--- src/rtl/i2s_play_ctrl.sv ---
// I2S playback controller: arbitrates two sample sources onto the TX FIFO
// write port and sequences the transmitter through IDLE/PREFILL/PLAY/DRAIN,
// aborting playback after a run of underrun frames.
module i2s_play_ctrl #(
    parameter int DEPTH          = 256,
    parameter int LEVEL_W        = 9,
    parameter int PREFILL        = 16,
    parameter int UNDERRUN_LIMIT = 4
) (
    input  logic               clk,
    input  logic               rst,
    input  logic               start,
    input  logic               stop,
    input  logic               rr_mode,
    input  logic [15:0]        s0_data,
    input  logic               s0_valid,
    output logic               s0_ready,
    input  logic [15:0]        s1_data,
    input  logic               s1_valid,
    output logic               s1_ready,
    output logic               fifo_wr_en,
    output logic [15:0]        fifo_wr_data,
    output logic               fifo_flush,
    input  logic               fifo_full,
    input  logic               fifo_empty,
    input  logic [LEVEL_W-1:0] fifo_level,
    input  logic               lrc,
    output logic               tx_run,
    output logic [1:0]         state,
    output logic [15:0]        underrun_cnt,
    output logic               err
);

    localparam int CNT_W = $clog2(UNDERRUN_LIMIT + 1);

    typedef enum logic [1:0] {
        S_IDLE    = 2'd0,
        S_PREFILL = 2'd1,
        S_PLAY    = 2'd2,
        S_DRAIN   = 2'd3
    } state_t;

    function automatic logic [15:0] sat_inc16(input logic [15:0] v);
        return (v == 16'hFFFF) ? v : v + 16'd1;
    endfunction

    state_t           state_q, state_d;
    logic             tx_run_q, tx_run_d;
    logic             wr_en_q, wr_en_d;
    logic [15:0]      wr_data_q, wr_data_d;
    logic             flush_q, flush_d;
    logic [15:0]      ucnt_q, ucnt_d;
    logic             err_q, err_d;
    logic [CNT_W-1:0] consec_q, consec_d;
    logic             rr_q, rr_d;       // 1: source 1 has priority on the next tie
    logic             lrc_q;

    logic             accepting;
    logic             room;
    logic [LEVEL_W:0] level_ext;
    logic             gnt0, gnt1, xfer;
    logic             frame_edge;
    logic [CNT_W-1:0] consec_inc;

    // Write grant: only while accepting samples and the FIFO has room for
    // one more beyond any write already in flight.
    always_comb begin
        accepting = (state_q == S_PREFILL) || (state_q == S_PLAY);
        level_ext = {1'b0, fifo_level} + {{LEVEL_W{1'b0}}, wr_en_q};
        room      = !fifo_full && (level_ext < (LEVEL_W + 1)'(DEPTH));
        gnt0      = 1'b0;
        gnt1      = 1'b0;
        if (accepting && room) begin
            if (rr_mode && s0_valid && s1_valid) begin
                gnt0 = !rr_q;
                gnt1 = rr_q;
            end else begin
                gnt0 = s0_valid;
                gnt1 = s1_valid && !s0_valid;
            end
        end
        xfer = (gnt0 && s0_valid) || (gnt1 && s1_valid);
    end

    // Sequencer next-state, underrun accounting and write-port pipeline.
    always_comb begin
        state_d    = state_q;
        tx_run_d   = tx_run_q;
        flush_d    = 1'b0;
        ucnt_d     = ucnt_q;
        err_d      = err_q;
        consec_d   = consec_q;
        frame_edge = lrc && !lrc_q;
        consec_inc = consec_q + CNT_W'(1);
        rr_d       = xfer ? gnt0 : rr_q;
        wr_en_d    = xfer;
        wr_data_d  = xfer ? (gnt0 ? s0_data : s1_data) : wr_data_q;

        case (state_q)
            S_IDLE: begin
                if (start && !stop) begin
                    state_d  = S_PREFILL;
                    err_d    = 1'b0;
                    ucnt_d   = 16'd0;
                    consec_d = '0;
                end
            end
            S_PREFILL: begin
                if (stop) begin
                    state_d = S_IDLE;
                    flush_d = 1'b1;
                end else if (fifo_level >= LEVEL_W'(PREFILL)) begin
                    state_d  = S_PLAY;
                    tx_run_d = 1'b1;
                end
            end
            S_PLAY: begin
                if (frame_edge) begin
                    if (fifo_empty) begin
                        ucnt_d   = sat_inc16(ucnt_q);
                        consec_d = consec_inc;
                    end else begin
                        consec_d = '0;
                    end
                end
                if (frame_edge && fifo_empty && (consec_inc >= CNT_W'(UNDERRUN_LIMIT))) begin
                    state_d  = S_IDLE;
                    tx_run_d = 1'b0;
                    err_d    = 1'b1;
                    flush_d  = 1'b1;
                end else if (stop) begin
                    state_d = S_DRAIN;
                end
            end
            S_DRAIN: begin
                if (frame_edge && fifo_empty && !wr_en_q) begin
                    state_d  = S_IDLE;
                    tx_run_d = 1'b0;
                end
            end
            default: state_d = S_IDLE;
        endcase

        // A write still in flight when the FIFO is cleared is discarded.
        if (flush_d) begin
            wr_en_d = 1'b0;
        end
    end

    // State and output registers.
    always_ff @(posedge clk or posedge rst) begin
        if (rst) begin
            state_q   <= S_IDLE;
            tx_run_q  <= 1'b0;
            wr_en_q   <= 1'b0;
            wr_data_q <= 16'd0;
            flush_q   <= 1'b0;
            ucnt_q    <= 16'd0;
            err_q     <= 1'b0;
            consec_q  <= '0;
            rr_q      <= 1'b0;
            lrc_q     <= 1'b0;
        end else begin
            state_q   <= state_d;
            tx_run_q  <= tx_run_d;
            wr_en_q   <= wr_en_d;
            wr_data_q <= wr_data_d;
            flush_q   <= flush_d;
            ucnt_q    <= ucnt_d;
            err_q     <= err_d;
            consec_q  <= consec_d;
            rr_q      <= rr_d;
            lrc_q     <= lrc;
        end
    end

    assign s0_ready     = gnt0;
    assign s1_ready     = gnt1;
    assign fifo_wr_en   = wr_en_q;
    assign fifo_wr_data = wr_data_q;
    assign fifo_flush   = flush_q;
    assign tx_run       = tx_run_q;
    assign state        = state_q;
    assign underrun_cnt = ucnt_q;
    assign err          = err_q;

endmodule

--- config.mk ---
export PLATFORM = sky130hd
export DESIGN_NAME = i2s_play_ctrl
export DESIGN_NICKNAME = d
export VERILOG_FILES = /design/src/rtl/i2s_play_ctrl.sv
export SDC_FILE = /design/constraint.sdc
export NUM_CORES = 1
export LEC_CHECK = 0
export ABC_AREA = 1
export ABC_CLOCK_PERIOD_IN_PS = 2200
export CELL_PAD_IN_SITES_DETAIL_PLACEMENT = 1
export CELL_PAD_IN_SITES_GLOBAL_PLACEMENT = 1
export CORE_MARGIN = 10
export CORE_UTILIZATION = 30
export DETAILED_ROUTE_END_ITERATION = 8
export HOLD_SLACK_MARGIN = 0.12
export PLACE_DENSITY = 0.8
export SLEW_MARGIN = 40
export SYNTH_ARGS = -nofsm -noshare
export SYNTH_HDL_FRONTEND = slang
export SYNTH_SLANG_ARGS = --single-unit
--- constraint.sdc ---
create_clock -name clk -period 2.2 [get_ports clk]
set_input_delay 0.44 -clock clk [delete_from_list [all_inputs] [get_ports clk]]
set_output_delay 0.44 -clock clk [all_outputs]
set_load 0.01 [all_outputs]
* Word-level counts from Yosys, hierarchy flattened
Cells that the tools add are included.
** Storage, ports and cells
- Register bits :: 43
- Input bits :: 51
- Output and inout port bits :: 40
- Word-level logic and storage cells :: 91
** Cells by class
- $add $sub $neg :: 3
- $lt $le $gt $ge :: 3
- Equal/unequal tests :: 14
- Multiplexer cells :: 33
- Reductions and logical operators :: 28
** Operators with widths (number)
- $mux W16 :: 5
- $pmux W16 S2 :: 1
- $add A16 B1 Y16 const B :: 1
- $eq A16 B16 Y1 const B :: 1
- $mux W1 :: 13
- $logic_and A1 B1 Y1 :: 12
- $mux W2 :: 6
- $ne A2 B2 Y1 const B :: 6
- $add A9 B1 Y10 :: 1
- $lt A10 B9 Y1 const B :: 1
- $reduce_and A5 Y1 :: 2
- $ge A9 B5 Y1 const B :: 1
- $mux W3 :: 3
- $pmux W2 S4 :: 1
- $logic_not A1 Y1 :: 6
- $ne A3 B2 Y1 const B :: 2
- $pmux W3 S2 :: 1
- $reduce_and A3 Y1 :: 2
- $eq A2 B2 Y1 const B :: 2
- $ne A2 B1 Y1 const B :: 2
- $pmux W1 S2 :: 2
- $reduce_and A4 Y1 :: 1
- $add A3 B1 Y3 const B :: 1
- $ge A3 B3 Y1 const B :: 1
- 6 further kinds :: 7

* Depth between registers and ports, before layout
Gate-level depths: netlist (run 1).
- Depth in word-level cells :: 8
- Depth in mapped cells :: 11
- Depth with buffers taken out :: 10

* Worst setup path before layout (run 1)
OpenSTA, ideal clock, no wires.
- Path type :: flip-flop to output port
- From :: register state_q[0] (netlist: state[0])
- To :: output port s1_ready
- Data arrival time :: 1.600 ns
- Slack :: 0.160 ns
- Cell stages (with the launch flop) :: 7
- Path buffers :: 1
- Cell sequence :: dfrtp_1 -> inv_1 -> ha_1 -> nor3b_2 -> nand3_2 -> clkbuf_1 -> nor2_1
** Between the ends
- Word-level cells in the longest chain between the ends :: 4
- Elaborated cells on any way between the ends :: 5
- Classes of those cells :: eq/ne: 2; mux: 1; reduce/logical: 2
** RTL lines
- from (decl) :: line 47 : state_t state_q, state_d;
- from (signal assigned) :: line 164 : state_q <= state_d;
- $eq A2 B1 Y1 or $eq A2 B2 Y1 (tied branches) :: line 68 : accepting = (state_q == S_PREFILL) || (state_q == S_PLAY);
- $logic_or A1 B1 Y1 (*) :: line 68
- $logic_and A1 B1 Y1 (*) :: line 73 : if (accepting && room) begin
- $mux W1 (*) :: line 73
- to (decl) :: line 20 : output logic s1_ready,
Every way passes the cells marked *; elsewhere a longest branch is shown, timed or not.

* Worst setup path after layout (run 1)
Ends and elaborated chain as after synthesis.

==> metrics.yaml, run 1 <==
run_status: "complete, no violations"
timing.critical_path.fanout_max: 2
most_instantiated_library_cell_after_synthesis: "sky130_fd_sc_hd__nand2_1"
groute.layer.met3.usage_pct: 6.87
dp_hpwl_um: 7120
initial_standard_cell_utilization_of_the_core_pct: 30.7
synth_compound_gate_area_share_pct: 6.78
layout.cells.non_filler: 598
cts_made_buffers: 5
placedCellCount: 590
total_leakage_power_uw: 0.00185
grt_antenna_before_repair: 0
floorplan.die.height_um: 114
critPathMaxStageDelay_ns: 0.40
start_kind: "flip-flop"
synth_top_area_share_pct: 40.2
post_synth_num_cell_types: 27
slew_headroom_pct: 66.1
cts.sink_count: 43
initialDrtViolationCount: 64
place.port_buffers: 90
r2r_path_start: "state[0]"
grt.met2_usage_pct: 23.7
cp_top_family: "simple AND/OR/NAND/NOR gates"
route.detailed.wl_per_inst_um: 14.8
postLayoutCellArea_um2: 3940
crit_path_end_kind: "output port"
synth_fa_ha_area_share_pct: 3.27
timing.clock.skew_ns: 0.0116
cts_root_buf: "sky130_fd_sc_hd__clkbuf_8"
yosys_most_used_dff: "sky130_fd_sc_hd__dfrtp_1"
timing.critical_path.from: "state[0]"
coreArea_um2: 8720
number_of_violations_of_the_max_capacitance_limit: 0
die_w_um: 114
globalRouteOverflowTotal: 0
syn_to_final_growth_pct: 47.3
final_critical_path_share_of_the_clock_period_pct: 93.4
synth_commonest_cells: "sky130_fd_sc_hd__nand2_1, sky130_fd_sc_hd__nor2_1, sky130_fd_sc_hd__nand3_1"
fp.dieArea_um2: 13100
worst_slew_pin_slew_ns: 0.507
finalSetupViolCount: 0
tritoncts: "built"
drt_wl_total_um: 8820
largest_vdd_supply_drop_mv: 0.367
vias: 2837
timing.critical_path.slowest_stage_cell: "sky130_fd_sc_hd__dfrtp_1"
power.switching_uw: 1290
timing.critical_path.cells: "inv_2 > ha_4 > nor3b_4 > nand3_2 > nor2_1 > buf_2"
clock_insertion_delay_worst_skew_ns: 0.31
synth-edff-count: 0
drt_drc_violations_left: 0
routabilityCongestion: 0.835
synth_top_family_by_area: "simple AND/OR/NAND/NOR gates"
rows: 34
antenna_violating_nets_post_route: 0
synth_area_um2: 2680
totalNegativeSetupSlack_ns: 0
synth-seq-cells: 43
async_reset_ff_share_pct: 100
ctsLongestPathBuffers: 2
synth-simple-area-share_pct: 38.5
grt_pass1_vias: 3149
synth_xor_area_share_pct: 2.62
grt_setup_unrepaired: "false"
switching_share_pct: 38.1
design.final.nets: 547
min_period_ns: 2.05
power.sequential.fraction_pct: 32.9
critical_path_arrival_ns: 1.61
finalMaxSlewViolations: 0
gr-usage-all-layers_pct: 13.7
cellPowerDensity_nw_per_um2: 857
htree_levels: 2
design.portCount: 91
cts.hold.buffers_added: 0
worstPathBufferInverterCount: 2
fraction_of_the_yosys_area_taken_by_sequential_cells_pct: 40.2
detail_route.first_pass.iterations: 4
endpoint_required_time_on_the_critical_path_ns: 1.76
clockPowerShare_pct: 18.8
netlist.top_cell.by_area: "sky130_fd_sc_hd__dfrtp_1"
pin_count_of_the_biggest_net_entering_global_routing: 28
clock_transition_at_path_regs_ns: 0.09
grt.met1_usage_pct: 14.1
postSynthNetCount: 441
post_synth_inst_count: 383
timing_worst_setup_path_type: "reg2out"
internal_power_uw: 2090
antenna_cells: 0
final_layout_size_suffix_gt1_share_pct: 9.59
muxShareOfSynthArea_pct: 0
grt.busiest_layer: "met2"
avgSynthCellArea_um2: 6.99
comb_power_share_pct: 48.3
hold_viol_final: 0
synthesis.yosys.warnings: 0
route.detailed.vias_per_inst: 4.74
maximum_achievable_frequency_mhz: 487
grt_pass1_wl_um: 14800
timing.hold.worst.class: "in2async"
synth_area_leaders: "sky130_fd_sc_hd__dfrtp_1, sky130_fd_sc_hd__nand2_1, sky130_fd_sc_hd__nand3_1"
detailed_place.area_um2: 3820
-- metrics by stage --
step,power [uW],hold WS [ns],worst slack [ns],util [%]
6_report,3380,0.476,0.146,45.2
5_1_grt,3670,0.510,0.0280,45.2
4_1_cts,3440,0.494,0.0130,45.4
3_5_place_dp,2740,0.473,-0.200,43.8
3_3_place_gp,2690,0.472,-0.163,43.8
2_1_floorplan,1930,0.443,0.160,-
-- cells by family after synthesis --
family / count (synthesis)
AND/OR/NAND/NOR: 236
buffers and inverters: 56
flip-flops: 43
AO/OA/AOI/OAI: 33
XOR/XNOR: 8
adder cells (fa/ha/maj): 7
-- worst paths after layout --
check                      slack [ns]  depth (start not counted)               end
max                              0.15                          6          s1_ready
min                              0.48                          2   fifo_wr_data[1]
max reg2reg                      0.23                         10  fifo_wr_data[11]
min reg2reg                      0.49                          2               err
max in group asynchronous        1.22                          3       consec_q[2]
min in group clk                 0.49                          2               err
-- routing by layer --
| metal | wire (um) | up-vias |
|---|---|---|
| met5 | 0 | - |
| met4 | 131 | 0 |
| met3 | 931 | 9 |
| met2 | 4220 | 82 |
| met1 | 3540 | 1339 |
| li1 | - | 1407 |
-- placed cells by master (no fill, tap or decap), types with 3 or more instances in the layout --
master / netlist / final
sky130_fd_sc_hd__nand2_1: 120 / 120
sky130_fd_sc_hd__clkdlybuf4s50_1: 0 / 88
sky130_fd_sc_hd__nor2_1: 52 / 52
sky130_fd_sc_hd__nand3_1: 46 / 45
sky130_fd_sc_hd__dfrtp_1: 43 / 43
sky130_fd_sc_hd__inv_1: 43 / 41
sky130_fd_sc_hd__buf_4: 2 / 20
sky130_fd_sc_hd__o21ai_0: 19 / 19
sky130_fd_sc_hd__o21ai_1: 9 / 9
sky130_fd_sc_hd__xor2_1: 7 / 7
sky130_fd_sc_hd__nand4_1: 6 / 6
sky130_fd_sc_hd__ha_1: 7 / 6
sky130_fd_sc_hd__clkbuf_8: 0 / 5
sky130_fd_sc_hd__nor2_4: 3 / 3
sky130_fd_sc_hd__nand2_2: 3 / 3
sky130_fd_sc_hd__inv_2: 1 / 3
-- power by group through the flow --
stage / combinational [uW] / clock [uW] / sequential [uW]
6_report: 1630 / 637 / 1110
5_1_grt: 1840 / 693 / 1140
4_1_cts: 1670 / 659 / 1110
3_5_place_dp: 1620 / 0 / 1120
3_3_place_gp: 1580 / 0 / 1110
2_1_floorplan: 729 / 0 / 1200
-- state kept, by name, summed over array words and instances (netlist names), 2 cells and up --
signal / count
consec_q: 3
state: 2
underrun_cnt: 16
fifo_wr_data: 16
-- what timing repair did --
action                                  CTS  global route
resized for setup                         9             3
endpoints found under the setup margin    2             2
pin swaps                                 0             1
buffers inserted                          0             0
-- layout make-up --
class,count,area (um^2)
inverters,44,165
clock buffers,5,68.8
well taps,108,135
clock inverters,3,43.8
multi-input cells,284,1390
fillers,1110,4780
repair buffers,111,1060
flip-flops and latches,43,1080
Note: power is estimated with default switching activity, not from simulation.
==> run 2: changes to the inputs <==
--- a/config.mk
+++ b/config.mk
@@ -14,6 +14,8 @@
 export DETAILED_ROUTE_END_ITERATION = 8
 export HOLD_SLACK_MARGIN = 0.12
 export PLACE_DENSITY = 0.8
+export REMOVE_ABC_BUFFERS = 1
+export SETUP_SLACK_MARGIN = 0.3
 export SLEW_MARGIN = 40
 export SYNTH_ARGS = -nofsm -noshare
 export SYNTH_HDL_FRONTEND = slang
==> metrics.yaml, run 2 (synthesis results as in run 1) <==
timing_worst_setup_path_type: "reg2out"
timing.rr.end: "fifo_wr_data[15]"
design.final.nets: 557
run_status: "complete, no violations"
worst-r2r-setup-slack_ns: 0.32
fp.dieArea_um2: 13100
globalRouteOverflowTotal: 0
design.portCount: 91
gr-usage-all-layers_pct: 13.8
crit_path_end_kind: "output port"
initialDrtViolationCount: 87
grt_pass1_wl_um: 14900
placedCellCount: 583
cp_top_family: "buffers and inverters"
clock_transition_at_path_regs_ns: 0.09
final_common_cell: "sky130_fd_sc_hd__nand2_1"
tritoncts: "built"
largest_vdd_supply_drop_mv: 0.380
timing.clock.skew_ns: 0.00933
initial_standard_cell_utilization_of_the_core_pct: 30.7
pin_count_of_the_biggest_net_entering_global_routing: 51
place.port_buffers: 90
timing.critical_path.slowest_stage_cell: "sky130_fd_sc_hd__dfrtp_1"
total_leakage_power_uw: 0.00193
clock_insertion_delay_worst_skew_ns: 0.30
finalSetupViolCount: 0
grt_antenna_before_repair: 0
slew_headroom_pct: 68.4
cts.sink_count: 43
drt_drc_violations_left: 0
timing.hold.worst.class: "in2async"
detailed_place.area_um2: 3770
timing.critical_path.from: "state[1]"
timing.critical_path.fanout_max: 2
ctsLongestPathBuffers: 2
dp_hpwl_um: 7000
endpoint_required_time_on_the_critical_path_ns: 1.76
coreArea_um2: 8720
drt_wl_total_um: 9590
total_power_uw: 3620
detail_route.first_pass.iterations: 4
cellPowerDensity_nw_per_um2: 865
postLayoutCellArea_um2: 4180
critPathMaxStageDelay_ns: 0.38
die_w_um: 114
antenna_violating_nets_post_route: 0
critical_path_arrival_ns: 1.64
floorplan.die.height_um: 114
hold_viol_final: 0
cts_root_buf: "sky130_fd_sc_hd__clkbuf_8"
grt_pass1_vias: 3104
maximum_achievable_frequency_mhz: 480
grt_setup_unrepaired: "true"
timing.critical_path.cells: "inv_2 > ha_4 > nor3b_4 > buf_4 > nand3_2 > inv_1 > buf_2"
syn_to_final_growth_pct: 56.2
r2r_cells: 11
htree_levels: 2
place_ws_ns: -0.214
number_of_violations_of_the_max_capacitance_limit: 0
worstSetupEndpoint: "s0_ready"
layout.cells.most_common_list: "sky130_fd_sc_hd__nand2_1, sky130_fd_sc_hd__clkdlybuf4s50_1, sky130_fd_sc_hd__nor2_1, sky130_fd_sc_hd__nand3_1, sky130_fd_sc_hd__dfrtp_1"
final_layout_size_suffix_gt1_share_pct: 13.8
routabilityCongestion: 0.808
finalMaxSlewViolations: 0
worstPathBufferInverterCount: 4
worst_slew_pin_slew_ns: 0.473
min_period_ns: 2.08
route.detailed.wl_per_inst_um: 15.8
vias: 2911
r2r_path_start: "state[1]"
final_critical_path_share_of_the_clock_period_pct: 94.7
start_kind: "flip-flop"
fin_ws_ns: 0.117
layout.cells.non_filler: 608
cts_made_buffers: 5
route.detailed.vias_per_inst: 4.79
cp_num_cells: 7
rows: 34
antenna_cells: 0
-- run 2: cell types whose count changed in the layout (fill, tap and decap cells not counted), sizes merged --
cell      delta
clkbuf       +3
buf          +7
clkinv       -2
bufinv       -1
clkinvlp     +1
nand2        +2
-- run 2: worst min-delay path by stage --
| stage | from | to | slack (ns) | cells past startpoint |
|---|---|---|---|---|
| after floorplan | rr_q | rr_q | 0.44 | 2 |
| after global placement | err | err | 0.48 | 2 |
| after detailed placement | err | err | 0.48 | 2 |
| after CTS | rst | fifo_wr_data[0] | 0.48 | 2 |
| after global routing | rst | fifo_wr_data[0] | 0.52 | 2 |
| final | rst | fifo_wr_data[0] | 0.48 | 2 |
-- run 2: layer usage --
layer | wire length (um) | global-route usage, %
met2 | 4690 | 23.1
met5 | 0 | 0
met4 | 106 | 3.68
met1 | 3780 | 14.9
met3 | 1000 | 6.92
-- run 2: area by class of cell --
class                           count  area [um^2]
Tap cell                          108          135
Timing Repair Buffer              119         1220
Inverter                           44          165
Clock inverter                      1         7.51
Clock buffer                        7         96.3
Sequential cell                    43         1080
Multi-Input combinational cell    286         1480
Fill cell                        1079         4540
-- run 2: through the flow --
stage / TNS, ns / util, % / hold slack (ns)
detailed placement: -2.92 / 43.2 / 0.480
finish: 0 / 48.0 / 0.482
global placement: -1.12 / 43.2 / 0.475
CTS: 0 / 45.8 / 0.484
global route: 0 / 48.0 / 0.522
floorplan: -9.80 / - / 0.443
-- run 2: timing repair --
item	CTS	global route
setup endpoints to repair	19	36
resized for setup	23	27
setup buffers	5	8
cloned	1	3
hold buffers	0	0
endpoints found under the hold margin	0	0
pin swaps	4	8
-- run 2: power breakdown --
group	total (uW)	switching, uW	internal [uW]
logic	1940	1000	935
clock network	565	279	286
registers	1120	127	990
total	3620	1410	2210
